## config.mk

```make
export PLATFORM = sky130hd
export DESIGN_NAME = iob_eth_regs_responder_flat
export DESIGN_NICKNAME = d
export VERILOG_FILES = /design/src/rtl/iob_eth_regs_responder_if.sv /design/src/rtl/iob_eth_regs_responder.sv /design/src/flat_wrapper.sv
export SDC_FILE = /design/constraint.sdc
export NUM_CORES = 1
export LEC_CHECK = 0
export ABC_AREA = 1
export CORE_ASPECT_RATIO = 0.75
export CORE_UTILIZATION = 67
export DETAILED_ROUTE_END_ITERATION = 10
export DONT_BUFFER_PORTS = 1
export GPL_TIMING_DRIVEN = 0
export PLACE_DENSITY = 0.84
export SYNTH_ARGS = -nofsm -noshare
export SYNTH_HDL_FRONTEND = slang
export SYNTH_SLANG_ARGS = --single-unit
```

## constraint.sdc

```tcl
create_clock -name clk_i -period 2.4 [get_ports clk_i]
set_input_delay 0.48 -clock clk_i [delete_from_list [all_inputs] [get_ports clk_i]]
set_output_delay 0.48 -clock clk_i [all_outputs]
set_load 0.01 [all_outputs]
```

## src/rtl/iob_eth_regs_responder_if.sv

```systemverilog
// iob_eth_regs_responder_if: IOb native bus between an initiator (master) and a responder (slave).
interface iob_eth_regs_responder_if #(
  parameter int ADDR_W = 12,
  parameter int DATA_W = 32
);
  logic                valid;
  logic [ADDR_W-1:0]   address;
  logic [DATA_W-1:0]   wdata;
  logic [DATA_W/8-1:0] wstrb;
  logic [DATA_W-1:0]   rdata;
  logic                ready;
  modport master (output valid, address, wdata, wstrb, input rdata, ready);
  modport slave (input valid, address, wdata, wstrb, output rdata, ready);
endinterface

```

## src/rtl/iob_eth_regs_responder.sv

```systemverilog
// iob_eth_regs_responder: Ethernet MAC register block (MODER/INT_SOURCE/INT_MASK) on the IOb native bus.
// Define ETH_RESP_BD_RAM_EN to instantiate the buffer-descriptor RAM at 0x400..0x7FF.
module iob_eth_regs_responder #(
  parameter int ADDR_W      = 12,
  parameter int DATA_W      = 32,
  parameter int WAIT_STATES = 1,
  parameter int BD_WORDS    = 256
) (
  input  logic                          clk_i,
  input  logic                          rst_n_i,
  iob_eth_regs_responder_if.slave       bus,
  input  logic [6:0]                    int_event_i,
  output logic                          interrupt_o,
  output logic [31:0]                   moder_o
);
  if (DATA_W != 32) begin : g_bad_data_w
    $error("DATA_W must be 32");
  end
  if (WAIT_STATES < 0 || WAIT_STATES > 15) begin : g_bad_wait
    $error("WAIT_STATES must be 0..15");
  end
  if (BD_WORDS < 2 || BD_WORDS > 256) begin : g_bad_bd
    $error("BD_WORDS must fit the 0x400..0x7FF window");
  end
  localparam logic [1:0] S_IDLE = 2'd0, S_WAIT = 2'd1, S_RESP = 2'd2;
  logic [1:0]        r_state;
  logic [3:0]        r_cnt;
  logic [ADDR_W-1:0] r_addr;
  logic [31:0]       r_wdata, r_moder, r_rdata;
  logic [3:0]        r_wstrb;
  logic [6:0]        r_int_src, r_int_mask;
  logic              r_irq;
  logic              w_accept, w_enter, w_wr, w_hit_moder, w_hit_src, w_hit_mask, w_hit_bd;
  logic [31:0]       w_bmask, w_moder_nxt, w_bd_rd, w_rd;
  logic [6:0]        w_clr, w_src_nxt, w_mask_nxt;
  // A request leaving RESP may be accepted on the same edge, so there is no dead cycle.
  assign w_accept    = bus.valid && (r_state == S_IDLE || r_state == S_RESP);
  assign w_enter     = r_state == S_WAIT && r_cnt == 4'd0;
  assign w_wr        = w_enter && |r_wstrb;
  assign w_hit_moder = r_addr[ADDR_W-1:2] == (ADDR_W-2)'(0);
  assign w_hit_src   = r_addr[ADDR_W-1:2] == (ADDR_W-2)'(1);
  assign w_hit_mask  = r_addr[ADDR_W-1:2] == (ADDR_W-2)'(2);
  assign w_hit_bd    = r_addr[ADDR_W-1:10] == (ADDR_W-10)'(1);
  assign w_bmask     = {{8{r_wstrb[3]}}, {8{r_wstrb[2]}}, {8{r_wstrb[1]}}, {8{r_wstrb[0]}}};
  assign w_moder_nxt = (w_wr && w_hit_moder) ? (r_moder & ~w_bmask) | (r_wdata & w_bmask) : r_moder;
  assign w_clr       = (w_wr && w_hit_src && r_wstrb[0]) ? r_wdata[6:0] : 7'd0;
  assign w_src_nxt   = (r_int_src & ~w_clr) | int_event_i;
  assign w_mask_nxt  = (w_wr && w_hit_mask && r_wstrb[0]) ? r_wdata[6:0] : r_int_mask;
  // Reads see the register state after this edge's events have been applied.
  assign w_rd = w_hit_moder ? w_moder_nxt :
                w_hit_src   ? {25'd0, w_src_nxt} :
                w_hit_mask  ? {25'd0, w_mask_nxt} :
                w_hit_bd    ? w_bd_rd : 32'd0;
`ifdef ETH_RESP_BD_RAM_EN
  localparam int BD_AW = $clog2(BD_WORDS);
  logic [31:0]      r_bd [BD_WORDS];
  logic [BD_AW-1:0] w_bd_idx;
  assign w_bd_idx = r_addr[2 +: BD_AW];
  assign w_bd_rd  = r_bd[w_bd_idx];
  always_ff @(posedge clk_i)
    if (rst_n_i && w_wr && w_hit_bd) r_bd[w_bd_idx] <= (r_bd[w_bd_idx] & ~w_bmask) | (r_wdata & w_bmask);
`else
  assign w_bd_rd = 32'd0;
`endif
  always_ff @(posedge clk_i) begin
    if (!rst_n_i) begin
      r_state    <= S_IDLE;
      r_cnt      <= 4'd0;
      r_addr     <= '0;
      r_wdata    <= 32'd0;
      r_wstrb    <= 4'd0;
      r_moder    <= 32'h0000_A000;
      r_int_src  <= 7'd0;
      r_int_mask <= 7'd0;
      r_rdata    <= 32'd0;
      r_irq      <= 1'b0;
    end else begin
      r_state    <= w_accept ? S_WAIT : w_enter ? S_RESP : r_state == S_RESP ? S_IDLE : r_state;
      r_cnt      <= w_accept ? 4'(WAIT_STATES) : (r_state == S_WAIT && r_cnt != 4'd0) ? r_cnt - 4'd1 : r_cnt;
      if (w_accept) begin
        r_addr  <= bus.address;
        r_wdata <= bus.wdata;
        r_wstrb <= bus.wstrb;
      end
      r_moder    <= w_moder_nxt;
      r_int_src  <= w_src_nxt;
      r_int_mask <= w_mask_nxt;
      r_rdata    <= (w_enter && !w_wr) ? w_rd : 32'd0;
      r_irq      <= |(r_int_src & r_int_mask);
    end
  end
  assign bus.ready   = r_state == S_RESP;
  assign bus.rdata   = r_rdata;
  assign interrupt_o = r_irq;
  assign moder_o     = r_moder;
endmodule
```

## src/flat_wrapper.sv

```systemverilog
// flat-port wrapper written by rule: the top's interface ports become plain ports
module iob_eth_regs_responder_flat 
#(
  parameter int ADDR_W      = 12,
  parameter int DATA_W      = 32,
  parameter int WAIT_STATES = 1,
  parameter int BD_WORDS    = 256
)
  (clk_i, rst_n_i, int_event_i, interrupt_o, moder_o, bus_valid, bus_address, bus_wdata, bus_wstrb, bus_rdata, bus_ready);
  iob_eth_regs_responder_if #(.ADDR_W(ADDR_W), .DATA_W(DATA_W)) bus_i ();
  input  logic clk_i;
  input  logic rst_n_i;
  input  logic [6:0] int_event_i;
  output logic interrupt_o;
  output logic [31:0] moder_o;
  input wire logic [$bits(bus_i.valid)-1:0] bus_valid;
  input wire logic [$bits(bus_i.address)-1:0] bus_address;
  input wire logic [$bits(bus_i.wdata)-1:0] bus_wdata;
  input wire logic [$bits(bus_i.wstrb)-1:0] bus_wstrb;
  output wire logic [$bits(bus_i.rdata)-1:0] bus_rdata;
  output wire logic [$bits(bus_i.ready)-1:0] bus_ready;
  assign bus_i.valid = bus_valid;
  assign bus_i.address = bus_address;
  assign bus_i.wdata = bus_wdata;
  assign bus_i.wstrb = bus_wstrb;
  assign bus_rdata = bus_i.rdata;
  assign bus_ready = bus_i.ready;
  iob_eth_regs_responder #(.ADDR_W(ADDR_W), .DATA_W(DATA_W), .WAIT_STATES(WAIT_STATES), .BD_WORDS(BD_WORDS)) u_core (.clk_i(clk_i), .rst_n_i(rst_n_i), .bus(bus_i), .int_event_i(int_event_i), .interrupt_o(interrupt_o), .moder_o(moder_o));
endmodule
```

==> results.json <==
{
  "antenna_found_initial": 1,
  "htreeDepth": 4,
  "grt_pass1_wl_mm": 20.0,
  "wirelength_mm": 12.8,
  "fin_ws_ns": 0.270,
  "grtUsageMet3_pct": 9.75,
  "final_nets": 687,
  "timing.slew.headroom_pct": 51.5,
  "avgSynthCellArea_sq_um": 8.33,
  "setup_viol": 0,
  "ys_ff_latch": 131,
  "synth_edf_count": 0,
  "rsz0062_at_grt": "false",
  "initial_core_util_pct": 69.1,
  "fin_crit_sh_pct": 88.7,
  "setup.worst_path.start_class": "register",
  "grt_pass1_vias": 4147,
  "firstDrtPassIters": 5,
  "yosys-top-cells-area": "dfxtp_1, nor2_1, inv_1, o21ai_0, nand2_1",
  "final_max_slew_viol_count": 0,
  "syn_inst": 608,
  "worstSetupEndpointType": "register",
  "min_path_type": "input pin to register",
  "p_per_area_nw_per_um2": 915,
  "fp.dieArea_sq_um": 7920,
  "yosysSeqAreaShare_pct": 51.8,
  "yosysTopAreaCell": "dfxtp_1",
  "finClkSkew_ns": 0.00931,
  "cts_setup_buffers": 0,
  "hold_buffers": 0,
  "worst_ir_drop_vdd_mv": 0.566,
  "post-place-ws_ns": 0.369,
  "hpwl_mm": 8.66,
  "core_area_sq_um": 7330,
  "layout_commonest_cell": "dfxtp_1",
  "drt_iter0_drc": 307,
  "insertion_delay_ns": 0.52,
  "clock_sinks": 131,
  "arrival_ns": 2.56,
  "reg2reg_from": "u_core.r_cnt[1]$_SDFFE_PP0P_",
  "yosysUniqueCellTypes": 35,
  "globalRouteOverflowTotal": 0,
  "p_total_mw": 5.29,
  "async_reset_ff_share_pct": 0,
  "cts_resized": 0,
  "ant_nets": 0,
  "die_y_microns": 77.3,
  "hold_start": "int_event_i[2]",
  "hold_viol_final": 0,
  "fp-row-count": 27,
  "leakagePower_nw": 2.29,
  "syn_area_sq_um": 5070,
  "ioPinCount": 124,
  "yosys.area.top_type_share_pct": 51.8,
  "cts_made_buffers": 17,
  "top_usage_layer": "met2",
  "grtUsageMet2_pct": 53.5,
  "placed_cells": 709,
  "path_clk_slew_ns": 0.06,
  "cp.required_ns": 2.83,
  "crit_path_start": "u_core.r_cnt[1]$_SDFFE_PP0P_",
  "place_congestion": 0.946,
  "status": "completed",
  "viasPerCell": 5.82,
  "final_cell_mix": "dfxtp_1, nor2_1, inv_1, nand2_1, o21ai_0",
  "yosysWarnings": 0,
  "grt_max_degree": 17,
  "setup_tns_ns": 0,
  "via_count": 4312,
  "worst_slew_pin_slew_ns": 0.722,
  "synthToLayoutAreaGrowth_pct": 14.2,
  "track_usage_pct": 33.6,
  "stdcell_count": 741,
  "fin_crit_ns": 2.13,
  "drc": 0,
  "dieWidth_microns": 102,
  "io_buffers": 0,
  "layout-drive-gt1-share_pct": 14.1,
  "groute.layer.met1.usage_pct": 42.2,
  "ys.flop_type": "dfxtp_1",
  "cts_tree": "done",
  "drv_cap": 0,
  "fmax_ghz": 0.470,
  "antenna_cells": 0,
  "critPathKind": "register to register",
  "cts-root-buf": "clkbuf_8",
  "wire_per_inst_microns": 17.2,
  "clock_path_buffers": 2,
  "crit_path_max_fanout": 10,
  "synth_fp_nets": 668
}
-- logic make-up (layout without fill, tap and decap cells) --
family          after synthesis  after routing  share of synthesized area (%)
compound gates              147            147                           19.4
xor+xnor                      1              1                          0.173
fa+ha+maj                     2              2                          0.494
buf+inv                     106            138                           8.45
flops                       131            131                           51.8
simple gates                221            221                           19.7
-- report_power, final --
group	switching, mW	internal, mW	total, mW	leakage (nW)
Clock	0.957	1.61	2.56	0.288
Combinational	0.284	0.115	0.399	0.930
Sequential	0.0597	2.27	2.33	1.07
-- layer usage --
| layer | vias up | wire length, microns |
|---|---|---|
| li1 | 2025 | - |
| met2 | 225 | 5930 |
| met1 | 2026 | 5130 |
| met3 | 34 | 1440 |
| met5 | - | 12 |
| met4 | 2 | 236 |
-- flip-flops by register name (all words and copies together) (netlist names) --
name,count
u_core.r_wdata,32
u_core.bus.rdata,32
u_core.r_int_src,7
u_core.r_state,2
u_core.r_wstrb,4
u_core.r_addr,10
u_core.r_cnt,4
u_core.moder_o,32
u_core.interrupt_o,1
u_core.r_int_mask,7
-- worst max-delay path, stage by stage, from the launching register on --
cell and delay, ns:
dfxtp_1 0.33, inv_1 0.09, ha_1 0.18, nand3_2 0.15, nor4_4 0.64, nand2_4 0.21, buf_6 0.23, a211oi_2 0.22
-- cells in the mapped netlist, drive strengths merged, types with 11 or more instances --
cell type / count
nor2: 124
o21ai: 62
inv: 76
buf: 11
a211oi: 48
a21oi: 34
nand3: 20
clkbuf: 19
nand2: 70
dfxtp: 131
-- area by class of cell --
cell class | instances | area (sq um)
buffer | 30 | 143
clock buffer | 19 | 432
clock inverter | 13 | 160
fill | 496 | 1550
inverter | 76 | 285
multi-input combinational | 371 | 2020
sequential | 131 | 2620
tap | 101 | 126
-- through the flow --
step	hold WS, ns	cell area, sq um	utilization, %
5_1_grt	0.141	5780	78.9
3_5_place_dp	0.437	5190	70.8
4_1_cts	0.114	5780	78.9
3_3_place_gp	0.434	5190	70.8
2_1_floorplan	0.424	5070	-
6_report	0.123	5780	78.9
-- final timing paths --
kind / cells after the start / slack (ns) / endpoint
hold / removal: 2 / 0.12 / u_core.r_int_src[2]$_SDFF_PN0_
setup reg to reg: 7 / 0.27 / u_core.bus.rdata[30]$_SDFF_PN0_
hold reg to reg: 2 / 0.45 / u_core.r_addr[8]$_SDFFE_PN0P_
setup / recovery: 7 / 0.27 / u_core.bus.rdata[30]$_SDFF_PN0_
No activity file was read; power rests on OpenSTA's default activity.
